**src/rtl/mips_pkg.sv**
```systemverilog
// Shared MIPS pipeline definitions: opcodes, ALU operation codes and the
// ID/EX control/data bundle used by Decode and Execute.
package mips_pkg;

   localparam logic [5:0] OP_RTYPE = 6'h00;
   localparam logic [5:0] OP_BEQ   = 6'h04;
   localparam logic [5:0] OP_ADDI  = 6'h08;
   localparam logic [5:0] OP_SLTI  = 6'h0A;
   localparam logic [5:0] OP_ANDI  = 6'h0C;
   localparam logic [5:0] OP_ORI   = 6'h0D;
   localparam logic [5:0] OP_LW    = 6'h23;
   localparam logic [5:0] OP_SW    = 6'h2B;

   typedef enum logic [2:0] {
      ALU_ADD   = 3'b000,
      ALU_SUB   = 3'b001,
      ALU_RTYPE = 3'b010,
      ALU_AND   = 3'b011,
      ALU_OR    = 3'b100,
      ALU_SLT   = 3'b101
   } aluop_e;

   typedef struct packed {
      aluop_e alu_op;
      logic   alu_src;
      logic   reg_write;
      logic   mem_read;
      logic   mem_write;
      logic   mem_to_reg;
      logic   branch;
      logic   valid;
      logic   illegal;
   } ctrl_t;

   localparam ctrl_t CTRL_BUBBLE = '{
      alu_op:     ALU_ADD,
      alu_src:    1'b0,
      reg_write:  1'b0,
      mem_read:   1'b0,
      mem_write:  1'b0,
      mem_to_reg: 1'b0,
      branch:     1'b0,
      valid:      1'b0,
      illegal:    1'b0
   };

   typedef struct packed {
      ctrl_t       ctrl;
      logic [4:0]  dest_reg;
      logic [31:0] input_a;
      logic [31:0] input_b;
      logic [31:0] immediate;
      logic [31:0] next_pc;
      logic [4:0]  shamt;
      logic [5:0]  funct;
   } idex_t;

   localparam idex_t IDEX_BUBBLE = '{
      ctrl:      CTRL_BUBBLE,
      dest_reg:  5'd0,
      input_a:   32'd0,
      input_b:   32'd0,
      immediate: 32'd0,
      next_pc:   32'd0,
      shamt:     5'd0,
      funct:     6'd0
   };

   // Logical immediates (andi/ori) are zero-extended, everything else sign-extended.
   function automatic logic [31:0] extend_imm(input logic [15:0] imm, input logic zero_ext);
      if (zero_ext) begin
         extend_imm = {16'h0000, imm};
      end else begin
         extend_imm = {{16{imm[15]}}, imm};
      end
   endfunction

endpackage

```
**src/rtl/register_file.sv**
```systemverilog
// 32 x 32 register file: two combinational read ports with write-through
// bypass, one synchronous write port, $0 hardwired to zero.
module register_file
   import mips_pkg::*;
#(
   parameter bit CLEAR_ON_RESET = 1'b1
) (
   input  logic        clk,
   input  logic        reset,
   input  logic [4:0]  rd_addr_a_i,
   input  logic [4:0]  rd_addr_b_i,
   input  logic        wr_en_i,
   input  logic [4:0]  wr_addr_i,
   input  logic [31:0] wr_data_i,
   output logic [31:0] rd_data_a_o,
   output logic [31:0] rd_data_b_o
);

   logic [31:0] regs_q [0:31];
   logic        wr_valid_s;
   logic        bypass_a_s;
   logic        bypass_b_s;

   assign wr_valid_s = wr_en_i && (wr_addr_i != 5'd0);
   assign bypass_a_s = wr_valid_s && (wr_addr_i == rd_addr_a_i);
   assign bypass_b_s = wr_valid_s && (wr_addr_i == rd_addr_b_i);

   generate
      if (CLEAR_ON_RESET) begin : g_clear
         // Storage cleared by reset; reset also swallows a coincident writeback.
         always_ff @(posedge clk or posedge reset) begin
            if (reset) begin
               for (int i = 0; i < 32; i++) begin
                  regs_q[i] <= 32'd0;
               end
            end else if (wr_valid_s) begin
               regs_q[wr_addr_i] <= wr_data_i;
            end
         end
      end else begin : g_keep
         // Contents survive reset; only writebacks during reset are dropped.
         always_ff @(posedge clk) begin
            if (wr_valid_s && !reset) begin
               regs_q[wr_addr_i] <= wr_data_i;
            end
         end
      end
   endgenerate

   // Read port A with $0 forcing and same-cycle bypass.
   always_comb begin
      rd_data_a_o = 32'd0;
      if (rd_addr_a_i == 5'd0) begin
         rd_data_a_o = 32'd0;
      end else if (bypass_a_s) begin
         rd_data_a_o = wr_data_i;
      end else begin
         rd_data_a_o = regs_q[rd_addr_a_i];
      end
   end

   // Read port B with $0 forcing and same-cycle bypass.
   always_comb begin
      rd_data_b_o = 32'd0;
      if (rd_addr_b_i == 5'd0) begin
         rd_data_b_o = 32'd0;
      end else if (bypass_b_s) begin
         rd_data_b_o = wr_data_i;
      end else begin
         rd_data_b_o = regs_q[rd_addr_b_i];
      end
   end

endmodule

```
**src/rtl/decode_stage.sv**
```systemverilog
// MIPS instruction decode stage: control decode, immediate extension, register
// read and the ID/EX pipeline register with stall/flush handling.
module decode_stage
   import mips_pkg::*;
#(
   parameter bit CLEAR_RF_ON_RESET = 1'b1
) (
   input  logic        clk,
   input  logic        reset,
   input  logic [31:0] instruction,
   input  logic [31:0] pcPlus4,
   input  logic        stall,
   input  logic        flush,
   input  logic        wbRegWrite,
   input  logic [4:0]  wbWriteReg,
   input  logic [31:0] wbWriteData,
   output logic [31:0] inputA,
   output logic [31:0] inputB,
   output logic [31:0] immediate,
   output logic [31:0] nextPC,
   output logic [4:0]  shamt,
   output logic [5:0]  funct,
   output logic [2:0]  ALUop,
   output logic        ALUSrc,
   output logic [4:0]  destReg,
   output logic        regWrite,
   output logic        memRead,
   output logic        memWrite,
   output logic        memToReg,
   output logic        branch,
   output logic        valid,
   output logic        illegal
);

   logic [5:0]  opcode_s;
   logic [4:0]  rs_s;
   logic [4:0]  rt_s;
   logic [4:0]  rd_s;
   logic [31:0] rs_data_s;
   logic [31:0] rt_data_s;
   idex_t       decoded_s;
   idex_t       idex_d;
   idex_t       idex_q;

   assign opcode_s = instruction[31:26];
   assign rs_s     = instruction[25:21];
   assign rt_s     = instruction[20:16];
   assign rd_s     = instruction[15:11];

   register_file #(
      .CLEAR_ON_RESET (CLEAR_RF_ON_RESET)
   ) u_register_file (
      .clk         (clk),
      .reset       (reset),
      .rd_addr_a_i (rs_s),
      .rd_addr_b_i (rt_s),
      .wr_en_i     (wbRegWrite),
      .wr_addr_i   (wbWriteReg),
      .wr_data_i   (wbWriteData),
      .rd_data_a_o (rs_data_s),
      .rd_data_b_o (rt_data_s)
   );

   // Opcode decode; unknown opcodes collapse to a bubble flagged illegal.
   always_comb begin
      decoded_s            = IDEX_BUBBLE;
      decoded_s.ctrl.valid = 1'b1;
      decoded_s.input_a    = rs_data_s;
      decoded_s.input_b    = rt_data_s;
      decoded_s.next_pc    = pcPlus4;
      decoded_s.shamt      = instruction[10:6];
      decoded_s.funct      = instruction[5:0];
      decoded_s.immediate  = extend_imm(instruction[15:0], 1'b0);
      case (opcode_s)
         OP_RTYPE: begin
            decoded_s.ctrl.alu_op    = ALU_RTYPE;
            decoded_s.ctrl.reg_write = 1'b1;
            decoded_s.dest_reg       = rd_s;
         end
         OP_LW: begin
            decoded_s.ctrl.alu_src    = 1'b1;
            decoded_s.ctrl.mem_read   = 1'b1;
            decoded_s.ctrl.mem_to_reg = 1'b1;
            decoded_s.ctrl.reg_write  = 1'b1;
            decoded_s.dest_reg        = rt_s;
         end
         OP_SW: begin
            decoded_s.ctrl.alu_src   = 1'b1;
            decoded_s.ctrl.mem_write = 1'b1;
         end
         OP_BEQ: begin
            decoded_s.ctrl.alu_op = ALU_SUB;
            decoded_s.ctrl.branch = 1'b1;
         end
         OP_ADDI: begin
            decoded_s.ctrl.alu_src   = 1'b1;
            decoded_s.ctrl.reg_write = 1'b1;
            decoded_s.dest_reg       = rt_s;
         end
         OP_ANDI: begin
            decoded_s.ctrl.alu_op    = ALU_AND;
            decoded_s.ctrl.alu_src   = 1'b1;
            decoded_s.ctrl.reg_write = 1'b1;
            decoded_s.dest_reg       = rt_s;
            decoded_s.immediate      = extend_imm(instruction[15:0], 1'b1);
         end
         OP_ORI: begin
            decoded_s.ctrl.alu_op    = ALU_OR;
            decoded_s.ctrl.alu_src   = 1'b1;
            decoded_s.ctrl.reg_write = 1'b1;
            decoded_s.dest_reg       = rt_s;
            decoded_s.immediate      = extend_imm(instruction[15:0], 1'b1);
         end
         OP_SLTI: begin
            decoded_s.ctrl.alu_op    = ALU_SLT;
            decoded_s.ctrl.alu_src   = 1'b1;
            decoded_s.ctrl.reg_write = 1'b1;
            decoded_s.dest_reg       = rt_s;
         end
         default: begin
            decoded_s              = IDEX_BUBBLE;
            decoded_s.ctrl.illegal = 1'b1;
         end
      endcase
   end

   // ID/EX next state: flush beats stall, stall holds, otherwise advance.
   always_comb begin
      idex_d = decoded_s;
      if (flush) begin
         idex_d = IDEX_BUBBLE;
      end else if (stall) begin
         idex_d = idex_q;
      end else begin
         idex_d = decoded_s;
      end
   end

   // ID/EX pipeline register; reset forces a bubble immediately.
   always_ff @(posedge clk or posedge reset) begin
      if (reset) begin
         idex_q <= IDEX_BUBBLE;
      end else begin
         idex_q <= idex_d;
      end
   end

   assign inputA    = idex_q.input_a;
   assign inputB    = idex_q.input_b;
   assign immediate = idex_q.immediate;
   assign nextPC    = idex_q.next_pc;
   assign shamt     = idex_q.shamt;
   assign funct     = idex_q.funct;
   assign ALUop     = idex_q.ctrl.alu_op;
   assign ALUSrc    = idex_q.ctrl.alu_src;
   assign destReg   = idex_q.dest_reg;
   assign regWrite  = idex_q.ctrl.reg_write;
   assign memRead   = idex_q.ctrl.mem_read;
   assign memWrite  = idex_q.ctrl.mem_write;
   assign memToReg  = idex_q.ctrl.mem_to_reg;
   assign branch    = idex_q.ctrl.branch;
   assign valid     = idex_q.ctrl.valid;
   assign illegal   = idex_q.ctrl.illegal;

endmodule

```
**config.mk**
```make
export PLATFORM = sky130hd
export DESIGN_NAME = decode_stage
export DESIGN_NICKNAME = d
export VERILOG_FILES = /design/src/rtl/mips_pkg.sv /design/src/rtl/register_file.sv /design/src/rtl/decode_stage.sv
export SDC_FILE = /design/constraint.sdc
export NUM_CORES = 2
export LEC_CHECK = 0
export CORE_MARGIN = 4
export CORE_UTILIZATION = 30
export CTS_CLUSTER_SIZE = 8
export DETAILED_ROUTE_END_ITERATION = 8
export GPL_ROUTABILITY_DRIVEN = 0
export GPL_TIMING_DRIVEN = 0
export HOLD_SLACK_MARGIN = 0.15
export PLACE_DENSITY = 0.55
export SYNTH_ARGS = -nofsm -noshare
export SYNTH_HDL_FRONTEND = slang
export SYNTH_SLANG_ARGS = --single-unit
```
**constraint.sdc**
```tcl
create_clock -name clk -period 40.3 [get_ports clk]
set_input_delay 8.06 -clock clk [delete_from_list [all_inputs] [get_ports clk]]
set_output_delay 8.06 -clock clk [all_outputs]
set_load 0.05 [all_outputs]
```
# == Word level (Yosys, flattened, before mapping) ==
# Index checks and enable logic that the tools add are counted.
# totals
in_bits,106
reg_bits,1179
elab_cells,105
# op_classes
n_eq_ne,10
bitwise_logic,3
muxes,26
order_cmp,4
n_reduce_logical,14
# ops
op,count
$bwmux 1024,1
$bmux 32 s5,2
$mux 155,2
$mux 32,9
$demux 32 s5,1
$mux 64,1
$pmux 32 s2,1
$mux 43,1
$eq 6x4->1 const B,4
$ge 6x6->1 const B,3
$not 5->6,3
$reduce_or 6->1,3
$pmux 3 s5,1
$eq 6x6->1 const B,2
$eq 5x5->1,2
$logic_not 5->1,2
$pmux 5 s2,1
$reduce_or 8->1,1
$eq 6x3->1 const B,1
$logic_not 6->1,1
$lt 6x1->1 const B,1
$mux 1,5
$reduce_bool 5->1,1
$reduce_or 5->1,1
4 further kinds,7

# == Longest topological paths before layout ==
# depth
depth_word,9
depth_mapped,9
depth_no_buf,5

# == By module ==
# A second synthesis with hierarchy kept.
# unflattened
cells_unflattened,4348
area_unflattened_um2,61156.2
# by_module_without_submodules
mod,instances,area_per_inst_um2,cells_per_inst
register_file,1,55882.3,3969
decode_stage,1,5273.8,379

# == Worst setup path after synthesis ==
# No wires, ideal clock.
# synth_timing
path_type,input port to flip-flop
start,input port instruction[16]
end,register idex_q (netlist bit inputB[15])
setup_slack_ps,30491
path_stages,7
required_ps,40174
setup_time_ps,126
t_arrival_ps,9683
n_path_buf,3
path_cell_list,buf_4 buf_6 buf_2 mux4_2 o221ai_1 nor4_1 a221o_1
# synth_between
elab_chain_cells,9
word_cells_on_any_way,12
classes_between,1 x eq/ne; 8 x mux; 1 x bitwise; 2 x reduce/logical
# synth_rtl
element,line,text
"start, declared",decode_stage.sv:10,"input logic [31:0] instruction,"
$not 5->6 (not written as such),register_file.sv:70,rd_data_b_o = regs_q[rd_addr_b_i];
$bmux 32 s5,register_file.sv:70,
$mux 32 (not written as such) (2 in a row),register_file.sv:70,
$mux 32,register_file.sv:67,end else if (bypass_b_s) begin
$mux 32 (*),register_file.sv:65,if (rd_addr_b_i == 5'd0) begin
$mux 64 (*),decode_stage.sv:74,case (opcode_s)
$mux 155 (*),decode_stage.sv:132,end else if (stall) begin
$mux 155 (*),decode_stage.sv:130,if (flush) begin
"end signal, assigned",decode_stage.sv:144,idex_q <= idex_d;
"end, declared",decode_stage.sv:43,idex_t idex_q;
# Mark *: on every way between the ends. The rest lies on a longest branch, timed or not. The select of a mux whose other input is x is not followed.
# A chain may end at the register's enable or synchronous reset.

# == Worst setup path after layout ==
# layout_timing
start,input port instruction[19]
end,register idex_q (netlist bit inputB[14])
# The elaborated chain is that of the path after synthesis.

==> flow_metrics.py <==
metrics = {
    "setup_path": {
        "cp.required_ns": 41.02,
        "crit_path_end_kind": "register",
        "startpoint_type": "input port",
        "cp_max_fo": 10,
        "worstPathArrival_ns": 12.98,
        "worst-setup-path-type": "in -> reg",
    },
    "flow_run": {
        "maxCapViolations": 14,
    },
    "floorplanning": {
        "core_sq_mm": 0.1978,
        "die_h_um": 454.6,
        "row_count": 163,
        "pin_count": 261,
        "die_area_sq_mm": 0.2067,
        "start_util_pct": 30.25,
        "die_w_um": 454.6,
    },
    "layout": {
        "nets": 4744,
        "layout-drive-gt1-share_pct": 38.72,
        "area_growth_pct": 18.22,
    },
    "placed_design": {
        "place.port_buffers": 248,
        "hpwl_um": 190500,
    },
    "cts": {
        "insertion_delay_ns": 0.81,
        "tritoncts": "built",
        "cts_sinks": 1163,
        "cts_setup_buffers": 0,
        "htree_levels": 4,
        "cts_resized": 0,
        "cts_buffers": 163,
        "path_clk_slew_ns": 0.05,
        "root_buffer": "clkbuf_16",
        "clockBufferDepth": 3,
        "cts_hold_buf": 0,
    },
    "yosys": {
        "syn-num-nets": 4294,
        "synth_top_family_by_area": "multiplexers",
        "synth-xor-area-share_pct": 0.1610,
        "yosys_warnings": 0,
        "synth_ff_type": "dfrtp_1",
        "yosys_register_bits": 1163,
        "avgSynthCellArea_sq_um": 14.29,
        "synth.area.mux_share_pct": 38.27,
        "postSynthCellCount": 4188,
        "synth.cell_area_sq_mm": 0.05984,
        "synthArstFlopShare_pct": 100.0,
        "synth_edf_count": 0,
        "yosys.area_share.simple_pct": 1.988,
        "synth_compound_area_share_pct": 7.235,
        "synth_cell_types": 63,
        "synth_seq_area_share_pct": 48.64,
        "synthAdderAreaFrac_pct": 0,
    },
    "timing": {
        "post-route-min-period_ns": 12.26,
        "setup_violations": 0,
        "rsz0062_at_grt": "no",
        "slew_headroom_pct": -10.18,
        "skew_ns": 0.03745,
        "max_freq_mhz": 81.56,
        "setup_tns_ns": 0,
        "fin_crit_sh_pct": 30.42,
        "hold_violations": 0,
        "maxSlewViolCount": 140,
        "tightest_slew_ns": 1.653,
        "hold_ws_ns": 0.4755,
    },
    "global_routing": {
        "grt_overflow_total": 0,
        "antenna_found_initial": 19,
        "grt_max_degree": 43,
        "grt_pass1_wl_um": 369300,
        "grtUsageTotal_pct": 25.78,
        "first_global_vias": 44520,
    },
    "worst_hold_path": {
        "min_path_type": "reg -> reg",
    },
    "run_status": {
        "violations": "max-capacitance violations, max-slew violations",
        "outcome": "finished, violations left",
    },
    "power": {
        "p_per_area_mw_per_mm2": 48.74,
        "vdd_drop_max_mv": 0.03134,
        "leakage_nw": 30.24,
    },
    "detailed_routing": {
        "routedWlPerCell_um": 37.07,
        "route.detailed.drc": 0,
        "drt_iter0_markers": 5307,
        "via_per_inst": 5.998,
        "firstDrtPassIters": 6,
        "route.antenna.remaining_nets": 0,
        "wirelength_um": 270900,
        "route.vias.total": 43840,
    },
}
## metal layers
metal  vias up  GRT usage [%]  wire [um]
li1      17010              -          -
met5         -              0         49
met1     23480          30.89     100700
met2      2540          39.87     122300
met3       804          6.951      24360
met4         8          18.92      23450
## flip-flops by register name (all words and copies together), names as in the netlist, 3 cells and up
signal / cells
u_register_file.regs_q: 1024
funct: 6
inputA: 32
ALUop: 3
nextPC: 32
destReg: 5
immediate: 17
inputB: 32
shamt: 5
## power breakdown
part           internal (W)  switching [W]  leakage (nW)
clock network      0.000717       0.000537          2.12
registers           0.00137       0.000152          15.1
logic              0.000358       0.000316          13.1
## worst paths after layout
kind / start / end / slack, ns / cells after the start
min reg2reg: u_register_file.regs_q[1018]$_DFFE_PP0P_ / u_register_file.regs_q[1018]$_DFFE_PP0P_ / 0.48 / 1
min: u_register_file.regs_q[1018]$_DFFE_PP0P_ / u_register_file.regs_q[1018]$_DFFE_PP0P_ / 0.48 / 1
max in group asynchronous: reset / u_register_file.regs_q[37]$_DFFE_PP0P_ / 30.28 / 9
max reg2reg: u_register_file.regs_q[585]$_DFFE_PP0P_ / inputB[9]$_DFFE_PP0P_ / 38.02 / 5
max: instruction[19] / inputB[14]$_DFFE_PP0P_ / 28.04 / 7
min in group asynchronous: reset / u_register_file.regs_q[406]$_DFFE_PP0P_ / 7.74 / 2
## logic make-up after synthesis
family / Yosys count
AO/OA/AOI/OAI: 576
XOR/XNOR: 11
buffers and inverters: 500
flip-flops: 1163
multiplexers: 1706
AND/OR/NAND/NOR: 232
## per-stage QoR
stage	cells	total power (W)	cell area, sq um	util, %	worst slack (ns)
2_1_floorplan	4188	0.001961	59840	-	16.18
3_3_place_gp	7076	0.002167	65630	33.17	8.654
3_5_place_dp	7113	0.002192	66370	33.55	27.56
4_1_cts	7296	0.003441	70700	35.74	28.38
5_1_grt	7299	0.003555	70720	35.75	28.25
6_report	7308	0.003448	70740	35.76	28.04
## cells in the final DEF, fill, tap and decap left out, drive strengths merged, types with 14 or more instances in the layout
cell | netlist | routed
o21ai | 48 | 48
a211oi | 33 | 33
a22o | 90 | 90
nor4 | 19 | 19
a221o | 21 | 21
mux4 | 363 | 363
clkdlybuf4s50 | 0 | 248
o211ai | 15 | 15
nand3 | 64 | 64
mux2 | 1026 | 1026
o22ai | 51 | 51
o221ai | 48 | 48
dfrtp | 1163 | 1163
a21oi | 56 | 56
a2bb2oi | 14 | 14
a22oi | 135 | 135
clkbuf | 266 | 434
o22a | 16 | 16
mux2i | 317 | 317
nand2 | 60 | 60
nor2 | 28 | 28
buf | 230 | 267
a32oi | 33 | 33
## area by class of cell
cell class                 instances  area, sq um
fill                           19150       127100
sequential                      1163        29100
multi-input combinational       2525        28520
clock buffer                     168         4098
tap                             2640         3303
timing repair buffer             285         3208
buffer                           496         2216
clock inverter                    15        237.7
antenna                           12        30.03
inverter                           4        18.77
## cells in the mapped netlist, drive strengths merged, types with 3 or more instances
library cell | count | share of area [%]
nor2b | 5 | 0.052
clkbuf | 266 | 1.7
o22a | 16 | 0.23
xor2 | 9 | 0.13
nor4 | 19 | 0.20
and2 | 10 | 0.10
nand2b | 7 | 0.073
nor2 | 28 | 0.18
nor3b | 5 | 0.063
a32oi | 33 | 0.48
a22oi | 135 | 1.7
o22ai | 51 | 0.53
a221o | 21 | 0.35
a211oi | 33 | 0.42
o31ai | 3 | 0.038
nand3 | 64 | 0.54
mux2i | 317 | 5.3
dfrtp | 1163 | 49
buf | 230 | 2.0
o221ai | 48 | 0.70
inv | 4 | 0.025
nor3 | 8 | 0.067
or2 | 3 | 0.031
nand2 | 60 | 0.38
mux2 | 1026 | 19
mux4 | 363 | 14
a22o | 90 | 1.3
nand4b | 3 | 0.044
a21oi | 56 | 0.47
a2bb2oi | 14 | 0.20
nand3b | 8 | 0.10
o21ai | 48 | 0.40
o211ai | 15 | 0.19
## worst max-delay path, stage by stage
cell,delay (ns)
clkdlybuf4s50_1,0.72
clkbuf_1,0.83
and2_0,1.16
clkbuf_1,1.15
nand3_1,0.53
nand3_1,0.29
a2bb2oi_1,0.19
Power figures use the tool's default switching activity.
